<file path="src/rtl/bt656_line_writer.sv">
// -----------------------------------------------------------------------------
// bt656_line_writer
//   Write-side sequencer for a 5-line luma FIFO fed from a BT.656 byte stream.
//   Finds TRS codes (FF 00 00 XY), tracks field/vblank, extracts the Y samples
//   of each active line and writes exactly SAMPLES_PER_LINE samples per line.
//   A line is padded with PAD_VALUE when it ends early, so the FIFO's line
//   pointer never drifts.
//
//   Optional feature macro: BT656_LW_STATS_EN
//     When defined, the drop_count and line_count ports and their counters exist.
//
// Ports
//   clock_in      in   27 MHz BT.656 byte clock
//   reset         in   asynchronous, active-high reset
//   bt_data       in   BT.656 byte stream, one byte per clock
//   fifo_full     in   FIFO full flag, only looked at when a SAV arrives
//   fifo_data     out  FIFO write data (registered)
//   fifo_write    out  FIFO write strobe (registered)
//   field         out  F bit of the most recent TRS
//   vblank        out  V bit of the most recent TRS
//   line_done     out  1-cycle pulse the cycle after the last write of a line
//   line_dropped  out  1-cycle pulse when an active line is skipped
//   drop_count    out  saturating dropped-line counter (BT656_LW_STATS_EN)
//   line_count    out  saturating completed-line counter (BT656_LW_STATS_EN)
//   sync_error    out  1-cycle pulse when a line ends short of SAMPLES_PER_LINE
// -----------------------------------------------------------------------------
module bt656_line_writer #(
   parameter int unsigned SAMPLES_PER_LINE = 720,
   parameter logic [7:0]  PAD_VALUE        = 8'h10
) (
   input  logic        clock_in,
   input  logic        reset,
   input  logic [7:0]  bt_data,
   input  logic        fifo_full,
   output logic [7:0]  fifo_data,
   output logic        fifo_write,
   output logic        field,
   output logic        vblank,
   output logic        line_done,
   output logic        line_dropped,
`ifdef BT656_LW_STATS_EN
   output logic [15:0] drop_count,
   output logic [15:0] line_count,
`endif
   output logic        sync_error
);

   localparam int unsigned    CW       = $clog2(SAMPLES_PER_LINE);
   localparam logic [CW-1:0]  LAST_CNT = CW'(SAMPLES_PER_LINE - 1);
   localparam logic [CW-1:0]  CNT_ONE  = CW'(1);
   localparam logic [CW-1:0]  CNT_ZERO = CW'(0);

   typedef enum logic [1:0] {
      WAIT_SAV = 2'd0,
      ACTIVE   = 2'd1,
      PAD      = 2'd2,
      DROP     = 2'd3
   } state_t;

   // byte pipeline, s0 newest
   logic [7:0]    s0_q, s1_q, s2_q, s3_q;
   // phase_odd_q is the Cb/Y parity of the byte currently in s0
   logic          phase_odd_q, phase_odd_d;
   logic          in_line_q, in_line_d;
   // Y tags travelling alongside s1/s2
   logic          tag1_q, tag1_d, tag2_q, tag2_d;

   state_t        state_q, state_d;
   logic [CW-1:0] count_q, count_d;
   logic          fifo_write_q, fifo_write_d;
   logic [7:0]    fifo_data_q, fifo_data_d;
   logic          last_q, last_d;
   logic          line_done_q;
   logic          line_dropped_q, line_dropped_d;
   logic          sync_error_q, sync_error_d;
   logic          field_q, vblank_q;

   logic          trs_s, sav_s, eav_s, xy_v_s, pre_trs_s, tag0_s, y_byte_s;

   assign trs_s  = (s3_q == 8'hFF) && (s2_q == 8'h00) && (s1_q == 8'h00) && s0_q[7];
   assign sav_s  = trs_s && !s0_q[4];
   assign eav_s  = trs_s &&  s0_q[4];
   assign xy_v_s = s0_q[5];
   // s2 holding FF followed by 00 00 is the start of a preamble, never a sample
   assign pre_trs_s = (s2_q == 8'hFF) && (s1_q == 8'h00) && (s0_q == 8'h00);
   assign tag0_s    = in_line_q && phase_odd_q;
   // Y is taken from s2 so the preamble is visible in s1/s0 before it could be written
   assign y_byte_s  = tag2_q && !pre_trs_s;

   // Phase parity, line window and Y-tag next state
   always_comb begin
      phase_odd_d = ~phase_odd_q;
      in_line_d   = in_line_q;
      tag1_d      = tag0_s;
      tag2_d      = tag1_q;
      if (trs_s) begin
         // the byte after XY is phase 0; bytes already in flight are preamble
         phase_odd_d = 1'b0;
         in_line_d   = !s0_q[4];
         tag1_d      = 1'b0;
         tag2_d      = 1'b0;
      end else begin
         in_line_d   = in_line_q;
      end
   end

   // Byte shift register, phase parity and Y tags
   always_ff @(posedge clock_in or posedge reset) begin
      if (reset) begin
         s0_q        <= 8'h00;
         s1_q        <= 8'h00;
         s2_q        <= 8'h00;
         s3_q        <= 8'h00;
         phase_odd_q <= 1'b0;
         in_line_q   <= 1'b0;
         tag1_q      <= 1'b0;
         tag2_q      <= 1'b0;
      end else begin
         s0_q        <= bt_data;
         s1_q        <= s0_q;
         s2_q        <= s1_q;
         s3_q        <= s2_q;
         phase_odd_q <= phase_odd_d;
         in_line_q   <= in_line_d;
         tag1_q      <= tag1_d;
         tag2_q      <= tag2_d;
      end
   end

   // Field and vblank follow every TRS
   always_ff @(posedge clock_in or posedge reset) begin
      if (reset) begin
         field_q  <= 1'b0;
         vblank_q <= 1'b1;
      end else if (trs_s) begin
         field_q  <= s0_q[6];
         vblank_q <= s0_q[5];
      end
   end

   // Line FSM: next state, sample count and write/pulse outputs
   always_comb begin
      state_d        = state_q;
      count_d        = count_q;
      fifo_write_d   = 1'b0;
      fifo_data_d    = fifo_data_q;
      last_d         = 1'b0;
      line_dropped_d = 1'b0;
      sync_error_d   = 1'b0;
      case (state_q)
         WAIT_SAV: begin
            if (sav_s && !xy_v_s) begin
               if (fifo_full) begin
                  state_d        = DROP;
                  line_dropped_d = 1'b1;
               end else begin
                  state_d = ACTIVE;
                  count_d = CNT_ZERO;
               end
            end else begin
               state_d = WAIT_SAV;
            end
         end
         ACTIVE: begin
            if (trs_s) begin
               // line ended early; a new active SAV here cannot be written while padding
               sync_error_d = 1'b1;
               state_d      = PAD;
               if (sav_s && !xy_v_s) begin
                  line_dropped_d = 1'b1;
               end else begin
                  line_dropped_d = 1'b0;
               end
            end else if (y_byte_s) begin
               fifo_write_d = 1'b1;
               fifo_data_d  = s2_q;
               if (count_q == LAST_CNT) begin
                  last_d  = 1'b1;
                  state_d = WAIT_SAV;
               end else begin
                  count_d = count_q + CNT_ONE;
               end
            end else begin
               state_d = ACTIVE;
            end
         end
         PAD: begin
            fifo_write_d = 1'b1;
            fifo_data_d  = PAD_VALUE;
            if (count_q == LAST_CNT) begin
               last_d  = 1'b1;
               state_d = WAIT_SAV;
            end else begin
               count_d = count_q + CNT_ONE;
            end
            if (sav_s && !xy_v_s) begin
               line_dropped_d = 1'b1;
            end else begin
               line_dropped_d = 1'b0;
            end
         end
         DROP: begin
            if (eav_s) begin
               state_d = WAIT_SAV;
            end else begin
               state_d = DROP;
            end
         end
         default: begin
            state_d = WAIT_SAV;
         end
      endcase
   end

   // Line FSM registers and registered outputs
   always_ff @(posedge clock_in or posedge reset) begin
      if (reset) begin
         state_q        <= WAIT_SAV;
         count_q        <= CNT_ZERO;
         fifo_write_q   <= 1'b0;
         fifo_data_q    <= 8'h00;
         last_q         <= 1'b0;
         line_done_q    <= 1'b0;
         line_dropped_q <= 1'b0;
         sync_error_q   <= 1'b0;
      end else begin
         state_q        <= state_d;
         count_q        <= count_d;
         fifo_write_q   <= fifo_write_d;
         fifo_data_q    <= fifo_data_d;
         last_q         <= last_d;
         // line_done follows the final write by one cycle
         line_done_q    <= last_q;
         line_dropped_q <= line_dropped_d;
         sync_error_q   <= sync_error_d;
      end
   end

`ifdef BT656_LW_STATS_EN
   logic [15:0] drop_count_q, line_count_q;

   // Saturating statistics counters, cleared only by reset
   always_ff @(posedge clock_in or posedge reset) begin
      if (reset) begin
         drop_count_q <= 16'h0000;
         line_count_q <= 16'h0000;
      end else begin
         if (line_dropped_d && (drop_count_q != 16'hFFFF)) begin
            drop_count_q <= drop_count_q + 16'h0001;
         end
         if (last_q && (line_count_q != 16'hFFFF)) begin
            line_count_q <= line_count_q + 16'h0001;
         end
      end
   end

   assign drop_count = drop_count_q;
   assign line_count = line_count_q;
`endif

   assign fifo_data    = fifo_data_q;
   assign fifo_write   = fifo_write_q;
   assign field        = field_q;
   assign vblank       = vblank_q;
   assign line_done    = line_done_q;
   assign line_dropped = line_dropped_q;
   assign sync_error   = sync_error_q;

endmodule

</file>
<file path="config.mk">
export PLATFORM = sky130hd
export DESIGN_NAME = bt656_line_writer
export DESIGN_NICKNAME = d
export VERILOG_FILES = /design/src/rtl/bt656_line_writer.sv
export SDC_FILE = /design/constraint.sdc
export NUM_CORES = 1
export LEC_CHECK = 0
export CAP_MARGIN = 20
export CORE_UTILIZATION = 52
export CTS_BUF_LIST = sky130_fd_sc_hd__clkbuf_8
export CTS_CLUSTER_DIAMETER = 40
export DETAILED_ROUTE_END_ITERATION = 7
export PLACE_DENSITY = 0.74
export SLEW_MARGIN = 20
export SYNTH_ARGS = -nofsm -noshare
export SYNTH_HDL_FRONTEND = slang
export SYNTH_SLANG_ARGS = --single-unit
</file>
<file path="constraint.sdc">
create_clock -name clock_in -period 2.2 [get_ports clock_in]
set_clock_uncertainty 0.1 [all_clocks]
set_input_delay 0.33 -clock clock_in [delete_from_list [all_inputs] [get_ports clock_in]]
set_output_delay 0.33 -clock clock_in [all_outputs]
set_load 0.005 [all_outputs]
</file>
==> results.md, run 1 <==
- Minimum period implied by the final worst setup slack: 2.21 ns
- Post-CTS Hold Buffers: 0
- Later-pin clock latency in the skew report: 0.34 ns
- N_diodes: 0
- Post-DR vias/cell: 5.66
- Slew @ Worst Pin: 0.360 ns
- Count of clock tree sinks: 63
- CTS tree: built
- Worst hold path class: in -> async
- Die height: 70.0 microns
- Detailed Route Iter0 Violations: 118
- Leftover overflow at the end of global routing: 0
- First-pass GRT wire length: 7650 microns
- Crit-path max FO: 7
- Sum of internal, switching and leakage power: 2.17 mW
- Initial antenna violation count: 0
- Final standard cell count with taps included and fillers excluded: 295
- Number of buffers inserted during clock tree synthesis: 9
- Part of the Yosys area used for sequential elements: 65.6%
- Kind of end point of the critical path: register
- Period utilisation layout: 100%
- Worst slew margin relative to its limit: 75.8%
- DIE AREA: 4900 sq um
- Crit-path cells: nor4_4, nand4_1, buf_4, or3_1, nor2_1, a211oi_1, a22oi_1
- Synth unique cells: 43
- Failing checks: setup timing
- Fraction of layout cells with a size suffix above 1: 24.7%
- Setup slack at placement: -0.163 ns
- Fraction of registers with async set/reset: 100%
- Total half-perimeter wirelength after legalization and detailed placement: 2960 microns
- Cell count after synthesis: 185
- Cell Count Post-Placement: 275
- Antenna-violating nets left: 0
- IO buf count: 24
- Tot GR Track Use: 20.7%
- Power per unit of standard cell area: 691 nW/um^2
- Setup-violating endpoint count in the final report: 1
- Max Cap Viol: 0
- PnR worst setup slack: -0.00645 ns
- Maximum cell stage delay along the critical path: 0.50 ns
- Most frequently used flop master after synthesis: sky130_fd_sc_hd__dfrtp_1
- Worst endpoint required time: 2.35 ns
- Count of buffer and inverter cells on the critical path: 1
- Final net count: 254
- Count of synthesis-stage warnings from yosys: 0
- Row Count: 24
- Layout Area Growth over Synthesis: 30.5%
- Maximum number of pins on one net before global-route repair: 64
- Via count: 1,671
- Tightest hold margin: 0.250 ns
- Final Max Tran Viols: 0
- Count of flip-flops with a built-in enable after synthesis: 0
- Horizontal die dimension: 70.0 microns
- Slowest library cell on the worst path: sky130_fd_sc_hd__or3_1
- Average instance area after synthesis: 13.0 sq um
- Number of buffers on the longest clock path: 2
- Max frequency: 0.453 GHz
- Syn_nets: 201
- Result of the run: complete, but fails checks
- Worst EP arrival: 2.36 ns
- H-tree Lvls: 3
- Final number of hold-violating endpoints: 0
- Ports placed on the boundary: 25
- Root buffer cell: sky130_fd_sc_hd__clkbuf_8
- Leakage dissipation: 1.39 nW
- Routed length per instance: 15.3 microns
- Setup repair after global routing missed its margin: yes
- Flip-flop and latch count after synthesis: 63
- Top Family by Delay on Critical Path: simple AND/OR/NAND/NOR gates
- Core Region: 4410 sq um
- Kind of launch point of the worst setup path: register
- Type of the worst setup path: reg -> reg
- Gp weighted congestion: 0.798
- Final routed wirelength across all metal layers: 4520 microns
- Synthesized area: 2400 sq um
- Starting density of the core: 54.5%
- Max VDD drop: 0.627 mV
- Number of global-route vias before repair: 1,699
- Residual DRC count: 0
- Register clock-pin slew on the reported worst setup and hold paths: 0.07 ns
- Initial DRT Pass Iterations: 4
-- report_power, final --
group | internal, mW | switching (mW) | leakage [nW]
sequential | 1.19 | 0.0214 | 0.768
clock | 0.441 | 0.449 | 0.0849
combinational | 0.0354 | 0.0341 | 0.537
-- tightest hold or removal path: stages --
cell                              delay [ns]
sky130_fd_sc_hd__clkdlybuf4s50_1        0.41
sky130_fd_sc_hd__inv_2                  0.07
sky130_fd_sc_hd__buf_12                 0.27
-- Yosys cell counts, types with 2 or more instances --
| master | number | share of area (%) |
|---|---|---|
| sky130_fd_sc_hd__nor3_1 | 3 | 0.62 |
| sky130_fd_sc_hd__and2_1 | 5 | 1.3 |
| sky130_fd_sc_hd__o31ai_1 | 7 | 2.2 |
| sky130_fd_sc_hd__nor4_1 | 4 | 1.0 |
| sky130_fd_sc_hd__a21oi_1 | 4 | 0.83 |
| sky130_fd_sc_hd__o211ai_1 | 2 | 0.62 |
| sky130_fd_sc_hd__nand3_1 | 8 | 1.7 |
| sky130_fd_sc_hd__ha_1 | 5 | 2.6 |
| sky130_fd_sc_hd__o21ai_0 | 12 | 2.5 |
| sky130_fd_sc_hd__a211oi_1 | 2 | 0.62 |
| sky130_fd_sc_hd__dfrtp_1 | 62 | 65 |
| sky130_fd_sc_hd__nor2_1 | 9 | 1.4 |
| sky130_fd_sc_hd__and3_1 | 2 | 0.52 |
| sky130_fd_sc_hd__inv_1 | 9 | 1.4 |
| sky130_fd_sc_hd__mux2_2 | 2 | 0.94 |
| sky130_fd_sc_hd__a22o_1 | 6 | 2.2 |
| sky130_fd_sc_hd__nand2_1 | 7 | 1.1 |
| sky130_fd_sc_hd__o21a_1 | 2 | 0.62 |
| sky130_fd_sc_hd__nand3b_1 | 3 | 0.94 |
| sky130_fd_sc_hd__or3_1 | 2 | 0.52 |
| sky130_fd_sc_hd__nand4_1 | 4 | 1.0 |
| sky130_fd_sc_hd__nor2b_1 | 4 | 1.0 |
-- registers in the layout, summed over array words and instances, names as in the netlist --
register	flops
in_line_q	1
count_q	10
line_dropped	1
state_q	2
field	1
s1_q	8
s3_q	8
fifo_write	1
s2_q	8
tag1_q	1
fifo_data	8
last_q	1
sync_error	1
tag2_q	1
phase_odd_q	1
s0_q	8
line_done	1
vblank	1
-- layout make-up --
class,count,area (sq um)
Timing Repair Buffer,44,407
Multi-Input combinational cell,111,872
Clock buffer,10,138
Inverter,9,33.8
Sequential cell,63,1580
Tap cell,52,65.1
Fill cell,305,1280
Clock inverter,6,45.0
-- what timing repair did --
item / 4_1_cts / 5_1_grt
setup buffers: 1 / 3
pin swaps: 4 / 4
resized for setup: 6 / 20
endpoints found under the setup margin: 11 / 17
hold endpoints to repair: 0 / 0
-- through the flow --
| step | cell area, sq um | utilization [%] | setup TNS (ns) |
|---|---|---|---|
| after floorplan | 2400 | - | 0 |
| after global placement | 2830 | 64.2 | -0.476 |
| after detailed placement | 2830 | 64.2 | -1.20 |
| after CTS | 3060 | 69.2 | -0.0232 |
| after global routing | 3140 | 71.1 | -0.883 |
| final | 3140 | 71.1 | -0.00645 |
-- final timing paths --
path	startpoint	to	slack (ns)	cells past startpoint
worst max-delay path	s1_q[5]	state_q[1]	-0.006	7
worst min-delay path	reset	fifo_data[3]	0.25	3
worst max register to register	s1_q[5]	state_q[1]	-0.006	7
worst min register to register	last_q	line_done	0.25	0
max in group asynchronous	reset	vblank	1.43	3
min in group clock_in	last_q	line_done	0.25	0
-- cell families (layout without fill, tap and decap cells) --
family	after synthesis	in the layout	share of synthesized area, %
buffers and inverters	11	69	1.77
and+or+nand+nor	60	60	15.1
AOI/OAI and AO/OA	44	44	13.9
muxes	2	2	0.936
adders and majority gates	5	5	2.60
DFF	63	63	65.6
-- routing by layer --
layer | track usage [%] | share of wire [%] | vias up
met3 | 6.49 | 3.4 | 11
met5 | 0 | 0 | -
li1 | - | - | 789
met2 | 30.7 | 49 | 32
met1 | 27.1 | 46 | 839
met4 | 11.3 | 1.9 | 0
-- layout by cell type, fill, tap and decap left out, drive strengths merged, types with 7 or more instances in the layout --
cell,netlist,layout
o31ai,7,7
nand2,7,7
dfrtp,62,62
nand3,9,9
nor2,9,9
buf,1,20
clkdlybuf4s50,0,24
inv,9,10
o21ai,13,13
clkbuf,1,10
a22o,7,7
(Power assumes the default switching activity.)
==> run 2, diff against run 1 <==
--- a/config.mk
+++ b/config.mk
@@ -6,11 +6,12 @@
 export NUM_CORES = 1
 export LEC_CHECK = 0
 export CAP_MARGIN = 20
-export CORE_UTILIZATION = 52
+export CORE_UTILIZATION = 40
 export CTS_BUF_LIST = sky130_fd_sc_hd__clkbuf_8
 export CTS_CLUSTER_DIAMETER = 40
+export CTS_CLUSTER_SIZE = 28
 export DETAILED_ROUTE_END_ITERATION = 7
-export PLACE_DENSITY = 0.74
+export PLACE_DENSITY = 0.59
 export SLEW_MARGIN = 20
 export SYNTH_ARGS = -nofsm -noshare
 export SYNTH_HDL_FRONTEND = slang
==> run 2 against run 1 <==
Compared with the run above:
- the flow still finishes with violations (setup timing)
- utilization decreased by 14 points
- cell count up 6.4%
- routed wire length increased by 7.2%
- via count up 1.5%
- non-clock buffer count unchanged
- maximum frequency about the same
- worst hold slack better by 0.00093 ns
- combinational power is 6.5% lower
- sequential cell count unchanged
- power rose by 14%
- register-to-register slack is essentially flat
- largest power group unchanged
==> results.md, run 2 (same netlist as run 1, synthesis figures left out) <==
- Result of the run: complete, but fails checks
- Failing checks: setup timing
- Tightest hold margin: 0.251 ns
- Max Cap Viol: 0
- Max frequency: 0.453 GHz
- Root buffer cell: sky130_fd_sc_hd__clkbuf_8
- Max VDD drop: 0.606 mV
- Startpoint of the worst register-to-register path: s1_q[1]
- Most common library cell in the layout ignoring fill and taps: sky130_fd_sc_hd__dfrtp_1
- Core Region: 5640 sq um
- Number of global-route vias before repair: 1,766
- Worst Hold Endpoint: line_done
- Final number of hold-violating endpoints: 0
- Worst endpoint required time: 2.33 ns
- Starting density of the core: 42.6%
- Register clock-pin slew on the reported worst setup and hold paths: 0.07 ns
- Utilization after layout: 56.7%
- Net switching power: 0.482 mW
- Antenna-violating nets left: 0
- Routed length per instance: 15.4 microns
- Total half-perimeter wirelength after legalization and detailed placement: 3300 microns
- Internal power: 2.00 mW
- Number of buffers inserted during clock tree synthesis: 9
- Number of stages on the worst hold path: 0
- Residual DRC count: 0
- Kind of end point of the critical path: register
- Post-CTS Hold Buffers: 0
- Number of buffers on the longest clock path: 2
- Period utilisation layout: 100%
- Setup-violating endpoint count in the final report: 1
- Logic pwr share: 2.6%
- Initial DRT Pass Iterations: 4
- Setup repair after global routing missed its margin: yes
- Count of clock tree sinks: 63
- Die height: 79.5 microns
- Leftover overflow at the end of global routing: 0
- Type of the worst setup path: reg -> reg
- Maximum number of pins on one net before global-route repair: 42
- Final net count: 254
- Reg-to-reg critical path endpoint: count_q[7]
- Worst hold path class: reg -> reg
- CTS tree: built
- Clock network power share: 48.6%
- Share of total power in sequential cells: 48.8%
- Sum of internal, switching and leakage power: 2.48 mW
- Final Max Tran Viols: 0
- H-tree Lvls: 3
- Min-Delay Startpoint: last_q
- Count of buffer and inverter cells on the critical path: 0
- Slowest library cell on the worst path: sky130_fd_sc_hd__o41a_1
- Horizontal die dimension: 79.5 microns
- Ports placed on the boundary: 25
- Row Count: 27
- Later-pin clock latency in the skew report: 0.33 ns
- Post-DR vias/cell: 5.40
- Worst slew margin relative to its limit: 68.1%
- Initial antenna violation count: 0
- Minimum period implied by the final worst setup slack: 2.21 ns
- Max FFs per register: 10
- Slew @ Worst Pin: 0.478 ns
- Leakage dissipation: 1.41 nW
- PnR worst setup slack: -0.00730 ns
- Setup slack of the worst register-to-register path: -0.007 ns
- R2R cell count: 6
- Kind of launch point of the worst setup path: register
- Gp weighted congestion: 0.791
- Crit-path cells: nor4_4, nand4_1, o41a_1, o32ai_4, nand3_4, o31ai_2
- Tot GR Track Use: 17.0%
- DIE AREA: 6330 sq um
- Maximum cell stage delay along the critical path: 0.53 ns
- Layout Area Growth over Synthesis: 33.0%
- Most frequent cells in the layout: sky130_fd_sc_hd__dfrtp_1, sky130_fd_sc_hd__clkdlybuf4s50_1, sky130_fd_sc_hd__buf_4
- Top Family by Delay on Critical Path: compound AO/OA/AOI/OAI gates
- Sum Neg Setup Slack: -0.00730 ns
- Detailed Route Iter0 Violations: 100
- Fraction of layout cells with a size suffix above 1: 23.6%
- Setup slack at placement: -0.131 ns
- N_diodes: 0
- First-pass GRT wire length: 7970 microns
- IO buf count: 24
- Switching portion of total power: 19.4%
- Power per unit of standard cell area: 776 nW/um^2
- Worst EP arrival: 2.34 ns
- Crit-path max FO: 7
- Most flop-heavy register: count_q
- Via count: 1,696
- Final routed wirelength across all metal layers: 4850 microns
[run 2: worst max path at each step]
stage,start,endpoint,slack [ns],cells after the start
after floorplan,s2_q[0],state_q[1],0.05,6
after global placement,s1_q[1],count_q[7],-0.08,6
after detailed placement,s1_q[5],count_q[1],-0.13,6
after CTS,s2_q[0],count_q[1],0.002,6
after global routing,s1_q[5],count_q[7],-0.17,6
final,s1_q[1],count_q[7],-0.007,6
[run 2: repair_timing]
item	4_1_cts	5_1_grt
setup endpoints to repair	10	21
pin swaps	4	4
endpoints found under the hold margin	0	0
buffers inserted	1	0
resized for setup	3	17
[run 2: per-stage QoR]
step	area, sq um	instances
after floorplan	2400	185
after global placement	2870	298
after detailed placement	2870	298
after CTS	3140	314
after global routing	3200	314
final	3200	314
[run 2: power by group through the flow]
stage          logic [mW]  registers, mW  clock network, mW
3_3_place_gp       0.0640           1.23                  0
2_1_floorplan      0.0246           1.22                  0
4_1_cts            0.0654           1.21               1.23
6_report           0.0649           1.21               1.20
3_5_place_dp       0.0650           1.23                  0
5_1_grt            0.0736           1.21               1.29
[run 2: area by class of cell]
class | count | area, sq um
fillers | 449 | 2440
clock inverters | 5 | 106
inverters | 9 | 33.8
clock buffers | 10 | 138
repair buffers | 44 | 390
well taps | 72 | 90.1
multi-input cells | 111 | 863
flip-flops and latches | 63 | 1580
[run 2: metal layers]
layer / vias up / GRT usage (%) / share of wire (%)
li1: 782 / - / -
met1: 862 / 20.3 / 43
met2: 39 / 27.7 / 51
met3: 13 / 4.69 / 3.9
met4: 0 / 8.91 / 1.8
met5: - / 0 / 0
[run 2: worst reg2reg max path: stages (launching register included)]
cell and delay, ns:
sky130_fd_sc_hd__dfrtp_1 0.41, sky130_fd_sc_hd__nor4_4 0.31, sky130_fd_sc_hd__nand4_1 0.18, sky130_fd_sc_hd__o41a_1 0.53
sky130_fd_sc_hd__o32ai_4 0.18, sky130_fd_sc_hd__nand3_4 0.17, sky130_fd_sc_hd__o31ai_2 0.24
